[src/rtl/hazard_ctrl_if.sv]
// Hazard controller bus: decoded ID-stage control and pipeline events in,
// stall/flush/forward controls and status out.
// Signalling: there is no valid/ready handshake; every field is sampled on each
// rising clk edge, id_valid=0 marks a bubble in ID (its other ID fields are
// then ignored), and all controller outputs are valid for the whole cycle.
interface hazard_ctrl_if #(
    parameter int CNT_W = 16
);
    logic             id_valid;
    logic [4:0]       id_rs1;
    logic [4:0]       id_rs2;
    logic             id_use_rs1;
    logic             id_use_rs2;
    logic [4:0]       id_rd;
    logic             id_reg_write;
    logic             id_mem_read;
    logic             id_mem_write;
    logic             ex_redirect;
    logic             dmem_ready;

    logic             pc_stall;
    logic             if_id_stall;
    logic             if_id_flush;
    logic             id_ex_bubble;
    logic             ex_mem_stall;
    logic [1:0]       fwd_a;
    logic [1:0]       fwd_b;
    logic             mem_err;
    logic [CNT_W-1:0] stall_cnt;
    logic [CNT_W-1:0] flush_cnt;

    // Debug view: FSM state and the WB-stage shadow destination.
    logic [1:0]       dbg_state;
    logic [4:0]       dbg_wb_rd;
    logic             dbg_wb_reg_write;

    modport master (
        output id_valid, id_rs1, id_rs2, id_use_rs1, id_use_rs2, id_rd,
               id_reg_write, id_mem_read, id_mem_write, ex_redirect, dmem_ready,
        input  pc_stall, if_id_stall, if_id_flush, id_ex_bubble, ex_mem_stall,
               fwd_a, fwd_b, mem_err, stall_cnt, flush_cnt,
               dbg_state, dbg_wb_rd, dbg_wb_reg_write
    );

    modport slave (
        input  id_valid, id_rs1, id_rs2, id_use_rs1, id_use_rs2, id_rd,
               id_reg_write, id_mem_read, id_mem_write, ex_redirect, dmem_ready,
        output pc_stall, if_id_stall, if_id_flush, id_ex_bubble, ex_mem_stall,
               fwd_a, fwd_b, mem_err, stall_cnt, flush_cnt,
               dbg_state, dbg_wb_rd, dbg_wb_reg_write
    );
endinterface

[src/rtl/hazard_ctrl.sv]
// Pipeline scheduler for the 5-stage RV32I core. Shadows EX/MEM/WB destinations,
// raises load-use interlock, EX-redirect flush and dmem-wait freeze, selects
// registered forwarding for EX operands and keeps saturating stall/flush counts.
module hazard_ctrl #(
    parameter int CNT_W       = 16,
    parameter int MEM_TIMEOUT = 64
) (
    input logic          clk,
    input logic          reset,
    hazard_ctrl_if.slave hz
);
    localparam int                WAIT_W   = $clog2(MEM_TIMEOUT + 1);
    localparam logic [WAIT_W-1:0] WAIT_MAX = WAIT_W'(MEM_TIMEOUT);

    typedef enum logic [1:0] {
        ST_RUN     = 2'd0,
        ST_LDSTALL = 2'd1,
        ST_MEMWAIT = 2'd2
    } state_t;

    state_t            state;
    state_t            state_nxt;

    // Shadow pipeline of destination/control bits.
    logic [4:0]        ex_rd;
    logic              ex_reg_write;
    logic              ex_mem_read;
    logic              ex_mem_rw;
    logic [4:0]        mem_rd;
    logic              mem_reg_write;
    logic              mem_mem_rw;
    logic [4:0]        wb_rd;
    logic              wb_reg_write;

    logic              ex_hit_a;
    logic              ex_hit_b;
    logic              mem_hit_a;
    logic              mem_hit_b;
    logic              load_use;
    logic              mem_busy;

    logic              pc_stall;
    logic              if_id_stall;
    logic              if_id_flush;
    logic              id_ex_bubble;
    logic              ex_mem_stall;

    logic [1:0]        fwd_a;
    logic [1:0]        fwd_b;
    logic [WAIT_W-1:0] wait_cnt;
    logic              mem_err;
    logic [CNT_W-1:0]  stall_cnt;
    logic [CNT_W-1:0]  flush_cnt;

    // Operand matches against EX/MEM shadows; x0 never matches.
    always_comb begin
        ex_hit_a  = hz.id_use_rs1 && (hz.id_rs1 != 5'd0) && (hz.id_rs1 == ex_rd)  && ex_reg_write;
        ex_hit_b  = hz.id_use_rs2 && (hz.id_rs2 != 5'd0) && (hz.id_rs2 == ex_rd)  && ex_reg_write;
        mem_hit_a = hz.id_use_rs1 && (hz.id_rs1 != 5'd0) && (hz.id_rs1 == mem_rd) && mem_reg_write;
        mem_hit_b = hz.id_use_rs2 && (hz.id_rs2 != 5'd0) && (hz.id_rs2 == mem_rd) && mem_reg_write;
        load_use  = hz.id_valid && ex_mem_read && (ex_hit_a || ex_hit_b);
        // In MEMWAIT the MEM shadow is frozen on the access, so this is just !dmem_ready there.
        mem_busy  = mem_mem_rw && !hz.dmem_ready;
    end

    // State register.
    always_ff @(posedge clk) begin
        if (reset) state <= ST_RUN;
        else       state <= state_nxt;
    end

    // Next state: dmem freeze beats redirect, redirect beats load-use.
    always_comb begin
        state_nxt = ST_RUN;
        if (mem_busy)            state_nxt = ST_MEMWAIT;
        else if (hz.ex_redirect) state_nxt = ST_RUN;
        else if (load_use)       state_nxt = ST_LDSTALL;
    end

    // Control outputs; every state applies the same priority, and a MEMWAIT exit
    // cycle (dmem_ready=1) falls straight through to redirect/load-use handling.
    always_comb begin
        pc_stall     = 1'b0;
        if_id_stall  = 1'b0;
        if_id_flush  = 1'b0;
        id_ex_bubble = 1'b0;
        ex_mem_stall = 1'b0;
        if (!reset) begin
            if (mem_busy) begin
                pc_stall     = 1'b1;
                if_id_stall  = 1'b1;
                ex_mem_stall = 1'b1;
            end else if (hz.ex_redirect) begin
                if_id_flush  = 1'b1;
                id_ex_bubble = 1'b1;
            end else if (load_use) begin
                pc_stall     = 1'b1;
                if_id_stall  = 1'b1;
                id_ex_bubble = 1'b1;
            end
        end
    end

    // Shadow pipeline advance; frozen whole while EX/MEM is held.
    always_ff @(posedge clk) begin
        if (reset) begin
            ex_rd         <= 5'd0;
            ex_reg_write  <= 1'b0;
            ex_mem_read   <= 1'b0;
            ex_mem_rw     <= 1'b0;
            mem_rd        <= 5'd0;
            mem_reg_write <= 1'b0;
            mem_mem_rw    <= 1'b0;
            wb_rd         <= 5'd0;
            wb_reg_write  <= 1'b0;
        end else if (!ex_mem_stall) begin
            if (id_ex_bubble || !hz.id_valid) begin
                ex_rd        <= 5'd0;
                ex_reg_write <= 1'b0;
                ex_mem_read  <= 1'b0;
                ex_mem_rw    <= 1'b0;
            end else begin
                ex_rd        <= hz.id_rd;
                ex_reg_write <= hz.id_reg_write;
                ex_mem_read  <= hz.id_mem_read;
                ex_mem_rw    <= hz.id_mem_read || hz.id_mem_write;
            end
            mem_rd        <= ex_rd;
            mem_reg_write <= ex_reg_write;
            mem_mem_rw    <= ex_mem_rw;
            wb_rd         <= mem_rd;
            wb_reg_write  <= mem_reg_write;
        end
    end

    // Forward selects follow the instruction into EX: EX-shadow (next MEM) wins over MEM-shadow.
    always_ff @(posedge clk) begin
        if (reset) begin
            fwd_a <= 2'd0;
            fwd_b <= 2'd0;
        end else if (!ex_mem_stall) begin
            if (id_ex_bubble || !hz.id_valid) begin
                fwd_a <= 2'd0;
                fwd_b <= 2'd0;
            end else if (!if_id_stall) begin
                fwd_a <= ex_hit_a ? 2'd1 : (mem_hit_a ? 2'd2 : 2'd0);
                fwd_b <= ex_hit_b ? 2'd1 : (mem_hit_b ? 2'd2 : 2'd0);
            end
        end
    end

    // Dmem wait timer: counts every frozen cycle of one access, sticky error past the limit.
    always_ff @(posedge clk) begin
        if (reset) begin
            wait_cnt <= '0;
            mem_err  <= 1'b0;
        end else if (mem_busy) begin
            if (wait_cnt == WAIT_MAX) mem_err  <= 1'b1;
            else                      wait_cnt <= wait_cnt + WAIT_W'(1);
        end else begin
            wait_cnt <= '0;
        end
    end

    // Saturating event counters.
    always_ff @(posedge clk) begin
        if (reset) begin
            stall_cnt <= '0;
            flush_cnt <= '0;
        end else begin
            if (pc_stall && (stall_cnt != '1))    stall_cnt <= stall_cnt + CNT_W'(1);
            if (if_id_flush && (flush_cnt != '1)) flush_cnt <= flush_cnt + CNT_W'(1);
        end
    end

    assign hz.pc_stall         = pc_stall;
    assign hz.if_id_stall      = if_id_stall;
    assign hz.if_id_flush      = if_id_flush;
    assign hz.id_ex_bubble     = id_ex_bubble;
    assign hz.ex_mem_stall     = ex_mem_stall;
    assign hz.fwd_a            = fwd_a;
    assign hz.fwd_b            = fwd_b;
    assign hz.mem_err          = mem_err;
    assign hz.stall_cnt        = stall_cnt;
    assign hz.flush_cnt        = flush_cnt;
    assign hz.dbg_state        = state;
    assign hz.dbg_wb_rd        = wb_rd;
    assign hz.dbg_wb_reg_write = wb_reg_write;
endmodule

[src/flat_wrapper.sv]
// flat-port wrapper written by rule: the top's interface ports become plain ports
module hazard_ctrl_flat 
#(
    parameter int CNT_W       = 16,
    parameter int MEM_TIMEOUT = 64
)
  (clk, reset, hz_id_valid, hz_id_rs1, hz_id_rs2, hz_id_use_rs1, hz_id_use_rs2, hz_id_rd, hz_id_reg_write, hz_id_mem_read, hz_id_mem_write, hz_ex_redirect, hz_dmem_ready, hz_pc_stall, hz_if_id_stall, hz_if_id_flush, hz_id_ex_bubble, hz_ex_mem_stall, hz_fwd_a, hz_fwd_b, hz_mem_err, hz_stall_cnt, hz_flush_cnt, hz_dbg_state, hz_dbg_wb_rd, hz_dbg_wb_reg_write);
  hazard_ctrl_if #(.CNT_W(CNT_W)) hz_i ();
  input logic clk;
  input logic reset;
  input wire logic [$bits(hz_i.id_valid)-1:0] hz_id_valid;
  input wire logic [$bits(hz_i.id_rs1)-1:0] hz_id_rs1;
  input wire logic [$bits(hz_i.id_rs2)-1:0] hz_id_rs2;
  input wire logic [$bits(hz_i.id_use_rs1)-1:0] hz_id_use_rs1;
  input wire logic [$bits(hz_i.id_use_rs2)-1:0] hz_id_use_rs2;
  input wire logic [$bits(hz_i.id_rd)-1:0] hz_id_rd;
  input wire logic [$bits(hz_i.id_reg_write)-1:0] hz_id_reg_write;
  input wire logic [$bits(hz_i.id_mem_read)-1:0] hz_id_mem_read;
  input wire logic [$bits(hz_i.id_mem_write)-1:0] hz_id_mem_write;
  input wire logic [$bits(hz_i.ex_redirect)-1:0] hz_ex_redirect;
  input wire logic [$bits(hz_i.dmem_ready)-1:0] hz_dmem_ready;
  output wire logic [$bits(hz_i.pc_stall)-1:0] hz_pc_stall;
  output wire logic [$bits(hz_i.if_id_stall)-1:0] hz_if_id_stall;
  output wire logic [$bits(hz_i.if_id_flush)-1:0] hz_if_id_flush;
  output wire logic [$bits(hz_i.id_ex_bubble)-1:0] hz_id_ex_bubble;
  output wire logic [$bits(hz_i.ex_mem_stall)-1:0] hz_ex_mem_stall;
  output wire logic [$bits(hz_i.fwd_a)-1:0] hz_fwd_a;
  output wire logic [$bits(hz_i.fwd_b)-1:0] hz_fwd_b;
  output wire logic [$bits(hz_i.mem_err)-1:0] hz_mem_err;
  output wire logic [$bits(hz_i.stall_cnt)-1:0] hz_stall_cnt;
  output wire logic [$bits(hz_i.flush_cnt)-1:0] hz_flush_cnt;
  output wire logic [$bits(hz_i.dbg_state)-1:0] hz_dbg_state;
  output wire logic [$bits(hz_i.dbg_wb_rd)-1:0] hz_dbg_wb_rd;
  output wire logic [$bits(hz_i.dbg_wb_reg_write)-1:0] hz_dbg_wb_reg_write;
  assign hz_i.id_valid = hz_id_valid;
  assign hz_i.id_rs1 = hz_id_rs1;
  assign hz_i.id_rs2 = hz_id_rs2;
  assign hz_i.id_use_rs1 = hz_id_use_rs1;
  assign hz_i.id_use_rs2 = hz_id_use_rs2;
  assign hz_i.id_rd = hz_id_rd;
  assign hz_i.id_reg_write = hz_id_reg_write;
  assign hz_i.id_mem_read = hz_id_mem_read;
  assign hz_i.id_mem_write = hz_id_mem_write;
  assign hz_i.ex_redirect = hz_ex_redirect;
  assign hz_i.dmem_ready = hz_dmem_ready;
  assign hz_pc_stall = hz_i.pc_stall;
  assign hz_if_id_stall = hz_i.if_id_stall;
  assign hz_if_id_flush = hz_i.if_id_flush;
  assign hz_id_ex_bubble = hz_i.id_ex_bubble;
  assign hz_ex_mem_stall = hz_i.ex_mem_stall;
  assign hz_fwd_a = hz_i.fwd_a;
  assign hz_fwd_b = hz_i.fwd_b;
  assign hz_mem_err = hz_i.mem_err;
  assign hz_stall_cnt = hz_i.stall_cnt;
  assign hz_flush_cnt = hz_i.flush_cnt;
  assign hz_dbg_state = hz_i.dbg_state;
  assign hz_dbg_wb_rd = hz_i.dbg_wb_rd;
  assign hz_dbg_wb_reg_write = hz_i.dbg_wb_reg_write;
  hazard_ctrl #(.CNT_W(CNT_W), .MEM_TIMEOUT(MEM_TIMEOUT)) u_core (.clk(clk), .reset(reset), .hz(hz_i));
endmodule
[config.mk]
export PLATFORM = sky130hd
export DESIGN_NAME = hazard_ctrl_flat
export DESIGN_NICKNAME = d
export VERILOG_FILES = /design/src/rtl/hazard_ctrl_if.sv /design/src/rtl/hazard_ctrl.sv /design/src/flat_wrapper.sv
export SDC_FILE = /design/constraint.sdc
export NUM_CORES = 1
export LEC_CHECK = 0
export ABC_AREA = 1
export CELL_PAD_IN_SITES_DETAIL_PLACEMENT = 0
export CELL_PAD_IN_SITES_GLOBAL_PLACEMENT = 1
export CORE_MARGIN = 3
export CORE_UTILIZATION = 37
export CTS_BUF_LIST = sky130_fd_sc_hd__clkbuf_4
export CTS_CLUSTER_DIAMETER = 60
export DETAILED_ROUTE_END_ITERATION = 8
export MAX_ROUTING_LAYER = met4
export PLACE_DENSITY = 0.78
export SKIP_CTS_REPAIR_TIMING = 1
export SYNTH_ARGS = -nofsm -noshare
export SYNTH_HDL_FRONTEND = slang
export SYNTH_SLANG_ARGS = --single-unit
[constraint.sdc]
create_clock -name clk -period 2 [get_ports clk]
set_input_delay 0.3 -clock clk [delete_from_list [all_inputs] [get_ports clk]]
set_output_delay 0.3 -clock clk [all_outputs]
set_load 0.01 [all_outputs]
After elaboration in Yosys (flattened, before gate mapping)
Cells that the tools add are included.
Widths: inputs -> output; s select.
{"block": "totals", "n_memories": 0, "latchBits": 0, "out_inout_bits": 50, "romBits": 0, "word_cells": 83, "in_bits": 25, "reg_bits": 67, "mem_bits_rw": 0}
{"block": "op_classes", "n_reduce_logical": 26, "eq_ne": 8, "n_mul": 0, "n_div": 0, "n_addsub": 3, "magnitude_cmp": 0, "n_mux": 27, "n_shift": 0, "n_bitwise": 2}
{"cell": "$add 16x1->16 const B", "count": 2}
{"cell": "$ne 16x16->1 const B", "count": 2}
{"cell": "$eq 5x5->1", "count": 4}
{"cell": "$mux 2", "count": 10}
{"cell": "$mux 1", "count": 16}
{"cell": "$logic_and 1x1->1", "count": 15}
{"cell": "$reduce_bool 5->1", "count": 2}
{"cell": "$add 7x1->7 const B", "count": 1}
{"cell": "$eq 7x7->1 const B", "count": 1}
{"cell": "$mux 5", "count": 1}
{"cell": "$reduce_and 2->1", "count": 2}
{"cell": "$logic_or 1x1->1", "count": 3}
{"cell": "$reduce_or 3->1", "count": 1}
{"cell": "$logic_not 1->1", "count": 2}
{"cell": "$ne 2x2->1 const B", "count": 1}
{"cell": "$not 1->1", "count": 2}
{"cell": "$reduce_or 2->1", "count": 1}

Logic depth before layout (Yosys ltp)
{"block": "depth", "ltp_word": 13, "ltp_mapped": 13, "mapped_depth_nobuf": 12}

Worst setup path before layout
OpenSTA, ideal clock, no wires.
{"block": "synth_timing", "kind": "flip-flop to flip-flop", "startpoint": "register u_core.stall_cnt[0] (netlist: u_core.hz.stall_cnt[0])", "endpoint": "register u_core.stall_cnt[0] (netlist: u_core.hz.stall_cnt[0])", "period_less_slack_ps": 1806, "stages_incl_launch_ff": 10, "arrival_time_ps": 1691, "setup_slack_ps": 194, "required_time_ps": 1885, "path_cell_list": "dfxtp_1 > ha_1 > nand2_1 > nor3_2 > nand2_1 > nor2_2 > nand4_4 > buf_2 > a21oi_1 > nor2_1"}
{"block": "synth_between", "elab_chain_len": 2, "word_cells_on_any_way": 3}
{"item": "start: declaration", "line_no": "hazard_ctrl.sv:52", "source": "logic [CNT_W-1:0] stall_cnt;"}
{"item": "start signal: assignment", "line_no": "hazard_ctrl.sv:171", "source": "if (pc_stall && (stall_cnt != '1)) stall_cnt <= stall_cnt + CNT_W'(1);"}
{"item": "parallel branches: the longest is 2 deep, another holds $add 16x1->16"}
Parallel ways; which one is timed is not known.
A chain may end at the register's enable or synchronous reset.

Worst setup path in the final report
{"block": "layout_timing", "startpoint": "input hz_id_rs2[4]", "endpoint": "output hz_pc_stall"}
{"block": "layout_between", "elab_chain_len": 10, "word_cells_on_any_way": 11}
{"item": "start: declaration", "line_no": "flat_wrapper.sv:13", "source": "input wire logic [$bits(hz_i.id_rs2)-1:0] hz_id_rs2;"}
{"item": "$reduce_bool 5->1", "line_no": "hazard_ctrl.sv:58", "source": "ex_hit_b = hz.id_use_rs2 && (hz.id_rs2 != 5'd0) && (hz.id_rs2 == ex_rd) && ex_reg_write;"}
{"item": "$logic_and 1x1->1", "line_no": "hazard_ctrl.sv:58"}
{"item": "$logic_and 1x1->1 (*) (2 in series)", "line_no": "hazard_ctrl.sv:58"}
{"item": "$logic_or 1x1->1 (*)", "line_no": "hazard_ctrl.sv:61", "source": "load_use = hz.id_valid && ex_mem_read && (ex_hit_a || ex_hit_b);"}
{"item": "$logic_and 1x1->1 (*)", "line_no": "hazard_ctrl.sv:61"}
{"item": "$mux 1 (*)", "line_no": "hazard_ctrl.sv:96", "source": "end else if (load_use) begin"}
{"item": "$mux 1 (*)", "line_no": "hazard_ctrl.sv:93", "source": "end else if (hz.ex_redirect) begin"}
{"item": "$mux 1 (*)", "line_no": "hazard_ctrl.sv:89", "source": "if (mem_busy) begin"}
{"item": "$mux 1 (*)", "line_no": "hazard_ctrl.sv:88", "source": "if (!reset) begin"}
{"item": "end: declaration", "line_no": "flat_wrapper.sv:22", "source": "output wire logic [$bits(hz_i.pc_stall)-1:0] hz_pc_stall;"}
Mark *: on every way between the ends. The rest lies on a longest branch, timed or not.

==> flow_metrics.py <==
metrics = {
    "setup_path": {
        "cp_max_fo": 3,
        "worst-setup-path-type": "input pin to output port",
        "worst_ep_arrival_time_ns": 1.75,
        "end_kind": "output port",
        "startpoint_type": "input pin",
        "worstPathRequired_ns": 1.70,
    },
    "yosys": {
        "ys.flop_type": "dfxtp_1",
        "synth-seq-cells": 67,
        "synth_cell_types": 34,
        "ys.warnings.count": 0,
        "synth_nets": 507,
        "syn_inst": 478,
        "async_flop_share_pct": 0,
        "post_synth.cell_area_avg_um2": 7.14,
        "syn_area_um2": 3410,
        "synth-edff-count": 0,
        "yosysSeqAreaShare_pct": 39.3,
    },
    "clock_network": {
        "clock_latency_ns": 0.42,
        "cts_buffer_depth": 2,
        "root_buffer": "clkbuf_4",
        "cts_tree": "built",
        "cts_sinks": 67,
        "cts_htree_levels": 3,
        "cts_made_buffers": 9,
        "clk_pin_slew_ns": 0.12,
    },
    "timing": {
        "timing.final.crit_period_ns": 2.05,
        "clock_skew_ns": 0.0163,
        "setup_ws_ns": -0.0549,
        "hold_violations": 0,
        "setup_violations": 3,
        "final_max_slew_viol_count": 0,
        "rsz0062_at_grt": "true",
        "fin_hold_ws_ns": 0.457,
        "period_share_pct": 103,
        "worst_pin_slew_ns": 0.338,
        "timing.slew.headroom_pct": 77.5,
        "maxClockFrequency_ghz": 0.487,
    },
    "detailed_routing": {
        "avgViaCountPerCell": 4.85,
        "totalWireLength_mm": 9.46,
        "firstDrtPassIters": 4,
        "dr_total_vias": 3466,
        "drtAntennaViolNets": 0,
        "drt-initial-drc-count": 78,
        "wl_per_cell_um": 13.2,
        "drcViolationCount": 0,
    },
    "status": {
        "violations": "setup timing",
        "outcome": "finished, violations left",
    },
    "layout": {
        "areaGrowthSynthToFinish_pct": 40.7,
        "post-route-util_pct": 54.3,
        "multiInputGateArea_um2": 1790,
        "num-nets-final": 630,
        "regArea_um2": 1350,
        "fill_cells": 888,
        "drive_gt1_share_pct": 19.1,
        "antennaDiodeCount": 0,
        "fin_cells": 714,
        "design_area_um2": 4800,
    },
    "place": {
        "port_buffers": 74,
        "place_inst": 697,
        "post-dp-hpwl_mm": 7.17,
        "post_dp_cell_area_um2": 4610,
        "gp_congestion": 0.895,
        "preCtsSetupSlack_ns": -0.517,
    },
    "run": {
        "drv_cap": 0,
    },
    "die": {
        "start_util_pct": 38.6,
        "rows": 34,
        "die_area_um2": 10400,
        "die_x_um": 102,
        "pin_count": 75,
        "dieHeight_um": 102,
        "core_area_um2": 8850,
    },
    "grt": {
        "grt_pass1_vias": 3362,
        "antenna_found_initial": 0,
        "grt-ovfl-total": 0,
        "grt_usage_pct": 19.2,
        "grt_max_degree": 26,
        "grt_pass1_wl_mm": 15.4,
    },
    "power": {
        "pwr_density_cell_nw_per_um2": 529,
        "vdd_drop_max_mv": 0.411,
        "total_leakage_power_nw": 1.91,
    },
    "worst_hold_path": {
        "hold_class": "register to register",
    },
}
[worst max-delay path, cell delays in order]
cell             delay (ns)
clkdlybuf4s50_1        0.44
inv_1                  0.09
nand2_1                0.05
nand2_1                0.06
nand2_1                0.07
nor2_2                 0.13
nand3_2                0.10
nand2_2                0.09
nand2_4                0.06
o21ai_4                0.22
buf_6                  0.14
[routing by layer]
metal	share of wire (%)	global-route usage [%]	wire, um
met1	51	26.5	4860
met2	44	28.8	4120
met4	1.3	5.75	119
met5	0	-	0
met3	3.8	3.48	364
[state kept, by name (all words and copies together) (netlist names)]
| signal | flops |
|---|---|
| u_core.hz.flush_cnt | 16 |
| u_core.hz.stall_cnt | 16 |
| u_core.wait_cnt | 7 |
| u_core.ex_rd | 5 |
| u_core.hz.dbg_wb_rd | 5 |
| u_core.mem_rd | 5 |
| u_core.hz.dbg_state | 2 |
| u_core.hz.fwd_a | 2 |
| u_core.hz.fwd_b | 2 |
| u_core.ex_mem_read | 1 |
| u_core.ex_mem_rw | 1 |
| u_core.ex_reg_write | 1 |
| u_core.hz.dbg_wb_reg_write | 1 |
| u_core.hz.mem_err | 1 |
| u_core.mem_mem_rw | 1 |
| u_core.mem_reg_write | 1 |
[layout by cell type, fill, tap and decap left out, types with 2 or more instances in the layout]
master	n
o22ai_1	10
clkdlybuf4s50_1	65
o21ai_1	2
inv_1	53
buf_4	49
nor2_4	2
clkinvlp_4	2
nand2_4	2
clkinv_2	3
nor3_2	2
dfxtp_2	5
nor2_2	5
a21oi_2	11
a21oi_1	29
nand4_1	13
nor3_1	12
xnor2_1	8
clkbuf_4	9
nand3_1	42
o21ai_0	24
nand2_1	97
dlymetal6s2s_1	6
ha_1	4
nor2_1	37
buf_6	3
dfxtp_1	62
nor4_1	5
xor2_1	16
nand2_2	4
inv_2	12
[power by group]
part / total, mW / internal, mW / switching [mW]
Combinational: 0.267 / 0.131 / 0.136
Sequential: 1.37 / 1.35 / 0.0143
Clock: 0.903 / 0.376 / 0.527
[final timing paths]
check                          from                       to  slack, ns  cells past startpoint
max                    hz_id_rs2[4]              hz_pc_stall      -0.05                     11
min                u_core.ex_mem_rw        u_core.mem_mem_rw       0.46                      2
max reg2reg  u_core.hz.flush_cnt[1]  u_core.hz.flush_cnt[14]       0.12                     10
min reg2reg        u_core.ex_mem_rw        u_core.mem_mem_rw       0.46                      2
[final cells by class]
class | instances | share of cell area (%)
clock buffer | 9 | 1.41
clock inverter | 7 | 1.43
inverter | 65 | 5.08
multi-input combinational | 333 | 37.2
sequential | 67 | 28.1
tap | 108 | 2.81
timing repair buffer | 125 | 24.0
[through the flow]
stage / setup TNS (ns) / power, mW
3_3_place_gp: -7.71 / 1.66
5_1_grt: -0.546 / 2.64
3_5_place_dp: -8.66 / 1.66
4_1_cts: -2.05 / 2.57
6_report: -0.151 / 2.54
2_1_floorplan: 0 / 1.51
[logic make-up (layout without fill, tap and decap cells)]
family	count (synthesis)	count (layout)	share of synthesized area, %
AO/OA/AOI/OAI	79	79	13.4
XOR/XNOR	24	24	6.16
adder cells (fa/ha/maj)	4	4	1.47
buffers and inverters	78	206	9.20
flip-flops	67	67	39.3
AND/OR/NAND/NOR	226	226	30.5
[Yosys cell counts (2+ instances only)]
library cell  count  area share, %
buf_1             2           0.22
inv_2             8           0.88
o22ai_1          10            1.8
buf_2             2           0.29
nor3_1           12            1.8
nor3_2            2           0.59
ha_1              4            1.5
nand3_1          42            6.2
nor2_2            5           0.92
o21ai_1           2           0.29
buf_6             2           0.66
a21oi_1          31            4.5
nor4_1            5           0.92
dfxtp_1          67             39
nor2_1           39            4.3
xor2_1           16            4.1
inv_1            57            6.3
o21ai_0          24            3.5
nand2_1          99             11
clkbuf_1          6           0.66
nand4_1          13            2.4
nand2_2           2           0.37
xnor2_1           8            2.1
a21oi_2           9            2.3
nand2_4           2           0.66
Power figures use the tool's default switching activity.
